--- config.mk ---
export PLATFORM = sky130hd
export DESIGN_NAME = rr_req_agent
export DESIGN_NICKNAME = d
export VERILOG_FILES = /design/src/rtl/rr_req_agent.sv
export SDC_FILE = /design/constraint.sdc
export NUM_CORES = 1
export LEC_CHECK = 0
export ABC_AREA = 0
export CORE_ASPECT_RATIO = 1.25
export CORE_MARGIN = 2
export CORE_UTILIZATION = 42
export CTS_BUF_LIST = sky130_fd_sc_hd__clkbuf_16
export CTS_CLUSTER_SIZE = 24
export DETAILED_ROUTE_END_ITERATION = 10
export PLACE_DENSITY = 0.77
export REMOVE_ABC_BUFFERS = 1
export SLEW_MARGIN = 10
export SYNTH_ARGS = -nofsm -noshare
export SYNTH_HDL_FRONTEND = slang
export SYNTH_SLANG_ARGS = --single-unit
--- constraint.sdc ---
create_clock -name clk -period 2.35 [get_ports clk]
set_clock_uncertainty 0.1 [all_clocks]
set_input_delay 0.3525 -clock clk [delete_from_list [all_inputs] [get_ports clk]]
set_output_delay 0.3525 -clock clk [all_outputs]
set_load 0.05 [all_outputs]
--- src/rtl/rr_req_agent.sv ---
// rr_req_agent: requester side of the req/gnt/ack round-robin protocol.
// Counts per-client request pulses, presents the pending mask as req, takes
// the same-cycle grant from the arbiter and runs a BEATS-long transfer on a
// valid/ready port for the granted owner.
// Optional feature macro: RR_REQ_AGENT_GNT_CHK_EN (grant sanity check + sticky err).
module rr_req_agent #(
    parameter int W     = 4,
    parameter int CNT_W = 2,
    parameter int BEATS = 2
) (
    input  logic         clk,
    input  logic         rst,
    input  logic [W-1:0] push,
    output logic [W-1:0] full,
    output logic [W-1:0] req,
    input  logic [W-1:0] gnt,
    output logic         ack,
    output logic [W-1:0] owner,
    output logic         beat_vld,
    input  logic         beat_rdy,
    output logic         beat_last,
    output logic [W-1:0] done,
    output logic         err
);
    localparam int BW = (BEATS > 1) ? $clog2(BEATS) : 1;
    localparam logic [CNT_W-1:0] CNT_MAX   = '1;
    localparam logic [BW-1:0]    BEAT_INIT = BW'(BEATS - 1);

    typedef enum logic {IDLE, BUSY} state_e;

    state_e                    state_q, state_d;
    logic [W-1:0][CNT_W-1:0]   cnt_q, cnt_d;
    logic [W-1:0]              owner_q, owner_d;
    logic [BW-1:0]             beat_q, beat_d;
    logic                      err_q, err_d;

    logic [W-1:0] pend;
    logic [W-1:0] gsel;
    logic         gnt_ok;
    logic         beat_fire;
`ifdef RR_REQ_AGENT_GNT_CHK_EN
    logic         gnt_bad;
`endif

    // Pending mask and full flags come straight from the registered counters
    always_comb begin
        pend = '0;
        full = '0;
        for (int i = 0; i < W; i++) begin
            pend[i] = (cnt_q[i] != '0);
            full[i] = (cnt_q[i] == CNT_MAX);
        end
    end

    // Qualify the arbiter grant; only meaningful while idle (req is 0 when busy)
    always_comb begin
        gsel   = '0;
        gnt_ok = 1'b0;
`ifdef RR_REQ_AGENT_GNT_CHK_EN
        gnt_bad = 1'b0;
        if (state_q == IDLE && gnt != '0) begin
            if (((gnt & (gnt - 1'b1)) == '0) && ((gnt & ~pend) == '0)) begin
                gnt_ok = 1'b1;
                gsel   = gnt;
            end else begin
                gnt_bad = 1'b1;
            end
        end
`else
        // Stray grant bits are masked; the lowest surviving bit becomes owner
        if (state_q == IDLE && (gnt & pend) != '0) begin
            gnt_ok = 1'b1;
            gsel   = (gnt & pend) & (~(gnt & pend) + 1'b1);
        end
`endif
    end

    // State register
    always_ff @(posedge clk) begin
        if (rst) state_q <= IDLE;
        else     state_q <= state_d;
    end

    // Next-state: accepted grant starts a transfer, last accepted beat ends it
    always_comb begin
        state_d = state_q;
        case (state_q)
            IDLE: if (gnt_ok) state_d = BUSY;
            BUSY: if (beat_fire && beat_last) state_d = IDLE;
            default: state_d = IDLE;
        endcase
    end

    // Outputs decoded from state plus the combinational grant/ready inputs
    always_comb begin
        req       = '0;
        ack       = 1'b0;
        beat_vld  = 1'b0;
        beat_last = 1'b0;
        done      = '0;
        beat_fire = 1'b0;
        case (state_q)
            IDLE: begin
                req = pend;
                ack = gnt_ok;
            end
            BUSY: begin
                beat_vld  = 1'b1;
                beat_last = (beat_q == '0);
                beat_fire = beat_rdy;
                if (beat_rdy && beat_last) done = owner_q;
            end
            default: ;
        endcase
        owner = owner_q;
        err   = err_q;
    end

    // Datapath next values: counters, owner, beat counter, sticky error
    always_comb begin
        cnt_d   = cnt_q;
        owner_d = owner_q;
        beat_d  = beat_q;
        for (int i = 0; i < W; i++) begin
            // push and grant in the same cycle cancel; full drops the push
            if ((push[i] && !full[i]) && !(ack && gsel[i]))
                cnt_d[i] = cnt_q[i] + 1'b1;
            else if (!(push[i] && !full[i]) && (ack && gsel[i]))
                cnt_d[i] = cnt_q[i] - 1'b1;
        end
        if (ack) begin
            owner_d = gsel;
            beat_d  = BEAT_INIT;
        end else if (beat_fire && beat_last) begin
            owner_d = '0;
        end else if (beat_fire) begin
            beat_d  = beat_q - 1'b1;
        end
`ifdef RR_REQ_AGENT_GNT_CHK_EN
        err_d = err_q | gnt_bad;
`else
        err_d = 1'b0;
`endif
    end

    // Datapath registers; reset abandons any in-flight transfer
    always_ff @(posedge clk) begin
        if (rst) begin
            cnt_q   <= '0;
            owner_q <= '0;
            beat_q  <= '0;
            err_q   <= 1'b0;
        end else begin
            cnt_q   <= cnt_d;
            owner_q <= owner_d;
            beat_q  <= beat_d;
            err_q   <= err_d;
        end
    end

endmodule

==> reports/results.tsv <==
metric	value	unit
Setup Viol. Count Final	0	
Inserted Diodes	0	
hold-fix buffers at CTS	0	
Num CTS Buffers	3	
sequential standard cell area	280	sq um
nature of the critical path endpoint	output pin	
Fillers	145	
row cnt	17	
warnings from Yosys	0	
status	finished clean	
Yosys cell types	28	
initial DRC count	8	
f_max	447	MHz
pwr dens	1620	nW/um^2
Core Area	1810	sq um
CP peak stage delay	0.81	ns
flops & latches, synth	14	
final instance area	1260	sq um
worst-margin pin slew	0.505	ns
CP max FO	12	
# IOs	31	
synthesized area	820	sq um
crit path kind	flop to output pin	
CP cell instances	nor2b_1 > clkdlybuf4s50_1	
placed cell areas	1180	sq um
postcts setup bufs	0	
Initial Utilization	45.3	%
syn avg cell area	8.72	sq um
Crit path arrival time	1.79	ns
overall routed net length	1.81	mm
dpl hpwl	1.41	mm
share of cells above drive strength 1	17.5	%
TritonCTS clock tree	done	
Worst Path Required	1.90	ns
Placer Congestion	0.733	
register area share after synthesis	34.2	%
fin. max-slew vios	0	
Overflow after GRT	0	
number of antenna violations at the first check in global routing	0	
GRT Resource Usage Total	19.0	%
worst-skew pair later-pin latency	0.24	ns
max cap viols	0	
vias per std cell	5.11	
Area Growth Syn to Fin	54.0	%
unrepaired setup endpoints after global routing	false	
largest cells by area after synthesis	dfxtp_1 34%, xor2_1 8.5%, ha_1 6.1%	
area leader, netlist	dfxtp_1	
Die Height	53.4	microns
first-pass iteration count of the detailed router	3	
clock-pin slew on the worst setup and hold paths	0.05	ns
Clock Tree Root	clkbuf_16	
Critical Path Start Type	flop	
area of the multi-input gates	509	sq um
Net count, final	142	
crit path max-delay cell type	clkdlybuf4s50_1	
first-pass GRT wire length	3.26	mm
sinks on the clock net	14	
Cells after Synth	94	
IO Port Bufs	29	
Yosys top cell area share	34.2	%
Slew Limit Headroom	66.2	%
total leakage power	0.517	nW
Final Hold Vio Count	0	
Hold Slack	0.376	ns
fin crit period	2.24	ns
post-cts sizing count	0	
average wire per cell in the routed design	12.5	microns
drt drc	0	
Die Area	2320	sq um
vias in the first global route	807	
largest net degree at the start of global routing	13	
HP Class	flop to flop	
Vias	741	
htree depth	1	
Max IR drop VDD	0.968	mV
Die W	43.5	microns
CTS max path bufs	2	
Antenna Violating Nets Remaining	0	
setup TNS	0	ns
final worst-path cycle share	95.3	%
## metrics by stage
stage,cells,setup slack [ns],power (mW),util [%]
final,145,0.110,2.04,69.8
after global routing,145,0.0546,2.18,69.8
after CTS,145,0.103,2.06,69.8
after detailed placement,141,0.0158,1.73,65.5
after global placement,141,0.0583,1.70,65.5
after floorplan,91,-0.0951,1.32,-
## synthesized netlist by cell type
master and n:
or3_1 4, and3b_2 1, dfxtp_1 14, nor2b_1 6
nor2_1 12, or2_2 1, a41o_2 1, and3b_1 1
o32ai_2 2, nor3b_1 2, a31oi_1 1, inv_2 1
ha_1 4, inv_1 3, and2_2 1, nand2_1 4
conb_1 1, a21oi_1 5, and2_1 7, or3b_1 1
a32o_1 1, a32o_2 1, xor2_1 8, nand4bb_1 1
buf_4 1, o21ai_2 4, clkbuf_1 2, o21ai_0 4
## worst max-delay path: cells and delay by family (launching register included)
kind	cells	cell delay [ns]
buffers and inverters	1	0.81
AND/OR/NAND/NOR	1	0.18
flip-flops	1	0.55
## metal layers
metal  wire (microns)  GRT usage [%]  vias to the layer above
met5                0              0                        -
met4               44           11.1                        0
met3               59           3.41                        5
met2              960           35.3                       18
met1              747           19.6                      330
li1                 -              -                      388
## registers in the layout, indices dropped and copies added (netlist names)
register and count:
state_q 1, owner 4, beat_q 1, cnt_q 8
## cells by family after synthesis
kind of cell	Yosys count	synth area share [%]
AOI/OAI and AO/OA	19	18.5
adders and majority gates	4	6.11
other	1	0.458
xor gates and xnor gates	8	8.55
buffers and inverters	7	3.66
DFF	14	34.2
and+or+nand+nor	41	28.5
## power breakdown
group	leakage (nW)	total, mW	switching (mW)	internal [mW]
logic	0.363	1.24	0.741	0.497
registers	0.116	0.484	0.140	0.344
clock network	0.0385	0.322	0.0976	0.225
total	0.517	2.04	0.979	1.07
## area by class of cell
class | count | area share (%)
Tap cell | 19 | 1.88
Multi-Input combinational cell | 73 | 40.3
Sequential cell | 14 | 22.2
Timing Repair Buffer | 31 | 28.1
Clock buffer | 3 | 5.95
Clock inverter | 1 | 0.297
Inverter | 4 | 1.19
## cells in the final DEF (no fill, tap or decap), drive strengths merged
cell type	count
clkdlybuf4s50	24
or3b	1
clkbuf	3
inv	4
nor2b	6
nand2	4
ha	4
buf	7
a31oi	1
or2	1
conb	1
clkinv	1
nand4bb	1
a41o	1
dfxtp	14
nor2	12
a21oi	5
and2	8
and3b	2
or3	4
o21ai	8
xor2	8
a32o	2
o32ai	2
nor3b	2
## final timing paths
path,slack (ns),to,startpoint,cells after the start
max,0.11,beat_last,state_q,2
min,0.38,beat_q,beat_q,2
max reg2reg,0.39,cnt_q[3],cnt_q[2],5
min reg2reg,0.38,beat_q,beat_q,2
(Power assumes the default switching activity.)
==> edit 1, RTL diff (same flow settings) <==
Set the parameter `BEATS` to 4 (it was 2).
--- a/src/rtl/rr_req_agent.sv
+++ b/src/rtl/rr_req_agent.sv
@@ -6,7 +6,7 @@
 module rr_req_agent #(
     parameter int W     = 4,
     parameter int CNT_W = 2,
-    parameter int BEATS = 2
+    parameter int BEATS = 4
 ) (
     input  logic         clk,
     input  logic         rst,
Formal check against the unedited RTL: not equivalent (a bounded check fails within 4 cycles, from zero or initial values and one cycle with rst high).
==> edit 1 against the original RTL <==
Final cell count grew 4.8%; critical endpoint is now req[2]; synthesized cell count rose by 6.4%; design area grew 5.1%; non-clock buffer count increased by 1; critical path type unchanged; wire length is 17% higher; area after synthesis up 7.8%; power increased by 6.2%; sequential cell count grew 1; largest cell class unchanged; setup slack lost 1.3 ps; via count is 14% higher.
==> edit 1: results (changes against the original RTL) <==
WL/cell=13.98 um (+12%); # nets final=149 (+4.9%); DP Area=1247 sq um (+5.4%); worst hold path endpoint=owner[0]; GR Util met2=33.47% (-1.9 points); LEAKAGE=0.0005455 uW (+5.5%); met2 wire length=1.081 mm (+13%); Synth Area in Adders=7.082% (+0.98 points); post-DR vias/cell=5.539 (+8.4%); largest net degree at the start of global routing=16 (+3); HPWL Detailed=1.583 mm (+12%); met3 usage=3.268% (-0.14 points); met3 routed WL=118 um (+100%); R2R Path End=cnt_q[7]; gpl congestion=0.7476 (+2.0%); slew margin rel.=64.12% (-2.1 points); top post-synthesis cells by area=dfxtp_1 34%, xor2_1 7.9%, ha_1 7.1%; Reg2Reg Depth=7 (+2); Post-Synth XOR/XNOR Area=8.924% (+0.37 points); critical path peak fanout=15 (+3); synth unique cells=32 (+14%); pre-CTS setup slack=9.288 ps (-6.487 ps); minimum setup slack among reg-to-reg paths=280 ps (-110 ps); met1 wire length=892 um (+19%); peak supply drop=0.001148 V (+19%); sequential share of the synthesized area=33.99% (-0.20 points); Synth top cells by count=15 x dfxtp_1, 9 x nor2_1, 8 x and2_1, 8 x xor2_1, 6 x a21oi_1; outcome=finished clean
edit 1: cell type report:
cell class	instances	area [sq um]
clock buffers	3	75.07
clock inverters	1	3.754
fillers	151	655.6
inverters	4	15.01
multi-input cells	77	546.8
flip-flops and latches	15	300.3
well taps	20	25.02
repair buffers	32	360.3
edit 1: worst max-delay path, stage by stage, from the launching register on:
cell and delay (ps):
dfxtp_1 440, o21ba_2 310, clkdlybuf4s50_1 790
edit 1: power groups by stage:
stage / Clock (uW) / Combinational [uW] / Sequential (uW)
global route: 340 / 1420 / 541
detailed placement: 0 / 1310 / 520
CTS: 329 / 1330 / 517
floorplan: 0 / 821 / 583
finish: 329 / 1320 / 518
global placement: 0 / 1280 / 513
edit 1: worst max path at each step:
stage | to
CTS | req[2]
floorplan | cnt_q[5]
global placement | cnt_q[7]
finish | req[2]
detailed placement | cnt_q[7]
global route | req[2]
==> edit 2, RTL diff (same settings) <==
Made on the original files. Make the reset (`rst`) asynchronous in 2 clocked blocks.
--- a/src/rtl/rr_req_agent.sv
+++ b/src/rtl/rr_req_agent.sv
@@ -76,7 +76,7 @@
     end
 
     // State register
-    always_ff @(posedge clk) begin
+    always_ff @(posedge clk or posedge rst) begin
         if (rst) state_q <= IDLE;
         else     state_q <= state_d;
     end
@@ -144,7 +144,7 @@
     end
 
     // Datapath registers; reset abandons any in-flight transfer
-    always_ff @(posedge clk) begin
+    always_ff @(posedge clk or posedge rst) begin
         if (rst) begin
             cnt_q   <= '0;
             owner_q <= '0;
Function: differs if rst is asserted again (counterexample within 4 cycles, from zero or initial values and one cycle with rst high); with rst held inactive, the same outputs for 10 cycles.
==> edit 2 against the original RTL <==
Setup slack improved by 61 ps; wire length fell by 4.7%; sequential cell count did not move; area after synthesis rose by 2.7%; design area rose by 1.3%; critical path depth did not move; clock power fell by 3%; first-iteration DRC count fell by 38%; global-route usage fell by 1.9 points; final cell count fell by 6.2%; power rose by 6.2%; count of clock-buffer cells in the layout did not move; largest cell class unchanged; largest power group unchanged; highest routed layer unchanged.
==> edit 2: results (changes against the original RTL) <==
largest net degree at the start of global routing=15 (+2); Cells after Synth=84 (-11%); sequential share of the synthesized area=41.60% (+7.4 points); gpl congestion=0.7580 (+3.5%); minimum setup slack among reg-to-reg paths=460 ps (+70 ps); slew margin rel.=64.45% (-1.8 points); initial antenna violation count=0 (unchanged); Non-Filler Instances=136 (-6.2%); fraction of layout cells with a size suffix above 1=16.38% (-1.1 points); Ys Warns=0 (unchanged); outcome=finished clean; DP Area=1200 sq um (+1.4%); vias in the first global route=720 (-11%); first-pass GRT wire length=3.001 mm (-8.0%); Synth Area in Compound Gates=13.67% (-4.8 points); initial drt markers=5 (-3); HP Class=in2async; # nets final=132 (-7.0%); synth unique cells=27 (-3.6%); top post-synthesis cells by area=dfrtp_1 42%, xor2_1 8.3%, nor2_1 6.2%; Port Buffers=29 (unchanged); peak supply drop=0.001082 V (+12%); mux cell area share after synthesis=0% (unchanged); Async SR Flop Fraction=100.0% (+100 points); LEAKAGE=0.0005430 uW (+5.0%); Reg2Reg Depth=6 (+1); Synth Area in Adders=5.944% (-0.16 points); post-DR vias/cell=5.147 (+0.72%); Crit Reg-Reg Startpoint=cnt_q[0]; global-route usage over all layers=17.17% (-1.9 points); crit path from=state_q; filler cell count=160 (+10%); HPWL Detailed=1.387 mm (-1.6%); Biggest register=cnt_q; crit path DAT=1730 ps (-60 ps); critical path peak fanout=11 (-1); WL/cell=12.68 um (+1.6%); Synth top cells by count=14 x dfrtp_1, 14 x nor2_1, 8 x xor2_1; R2R Path End=cnt_q[3]; Post-Synth XOR/XNOR Area=12.48% (+3.9 points)
==> edit 2: worst max path at each step <==
stage / endpoint / slack [ps] / cells after the start
after floorplan: beat_last / 280 / 1
after global placement: cnt_q[3] / 240 / 7
after detailed placement: cnt_q[3] / 210 / 7
after CTS: req[2] / 180 / 2
after global routing: done[0] / 60 / 5
final: req[2] / 170 / 2
==> edit 2: through the flow <==
step           worst slack (ps)  power, uW  hold slack, ps  util [%]
6_report                  171.3       2170           356.3     66.02
5_1_grt                   61.77       2309           424.6     66.02
4_1_cts                   181.8       2190           380.8     66.02
3_5_place_dp              210.6       1865           414.7     61.95
3_3_place_gp              242.9       1826           399.1     61.95
2_1_floorplan             281.8       1426           141.7         -
==> edit 2: cells by family after synthesis <==
logic type,Yosys count
DFF,14
other,1
and+or+nand+nor,37
AOI/OAI and AO/OA,13
xor gates and xnor gates,12
adders and majority gates,4
buffers and inverters,3
==> edit 2: routing by layer <==
metal	share of wire (%)	vias to the layer above	wire length, um	track usage [%]
met1	39	332	675	18.22
met2	55	21	942	33.09
li1	-	345	-	-
met4	1.1	0	19	6.061
met5	0	-	0	0
met3	5.1	2	88	3.356
==> edit 2: worst reg2reg max path, stage by stage, from the launching register on <==
cell and delay (ps):
dfrtp_1 450, o21ai_4 220, or3b_4 420, ha_1 220, xor2_1 150, nor2_1 120
xor2_1 150
==> edit 2: layout make-up <==
class	count	area, sq um	share of cell area (%)
Clock inverter	1	3.754	0.2935
Inverter	1	3.754	0.2935
Timing Repair Buffer	30	345.3	27.01
Clock buffer	3	75.07	5.871
Sequential cell	14	350.3	27.40
Tap cell	20	25.02	1.957
Multi-Input combinational cell	67	475.5	37.18
==> edit 2: power breakdown <==
group	total, uW	switching, uW	internal [uW]
combinational	1320	796	524
clock	312	88.4	224
sequential	538	171	367
total	2170	1060	1110
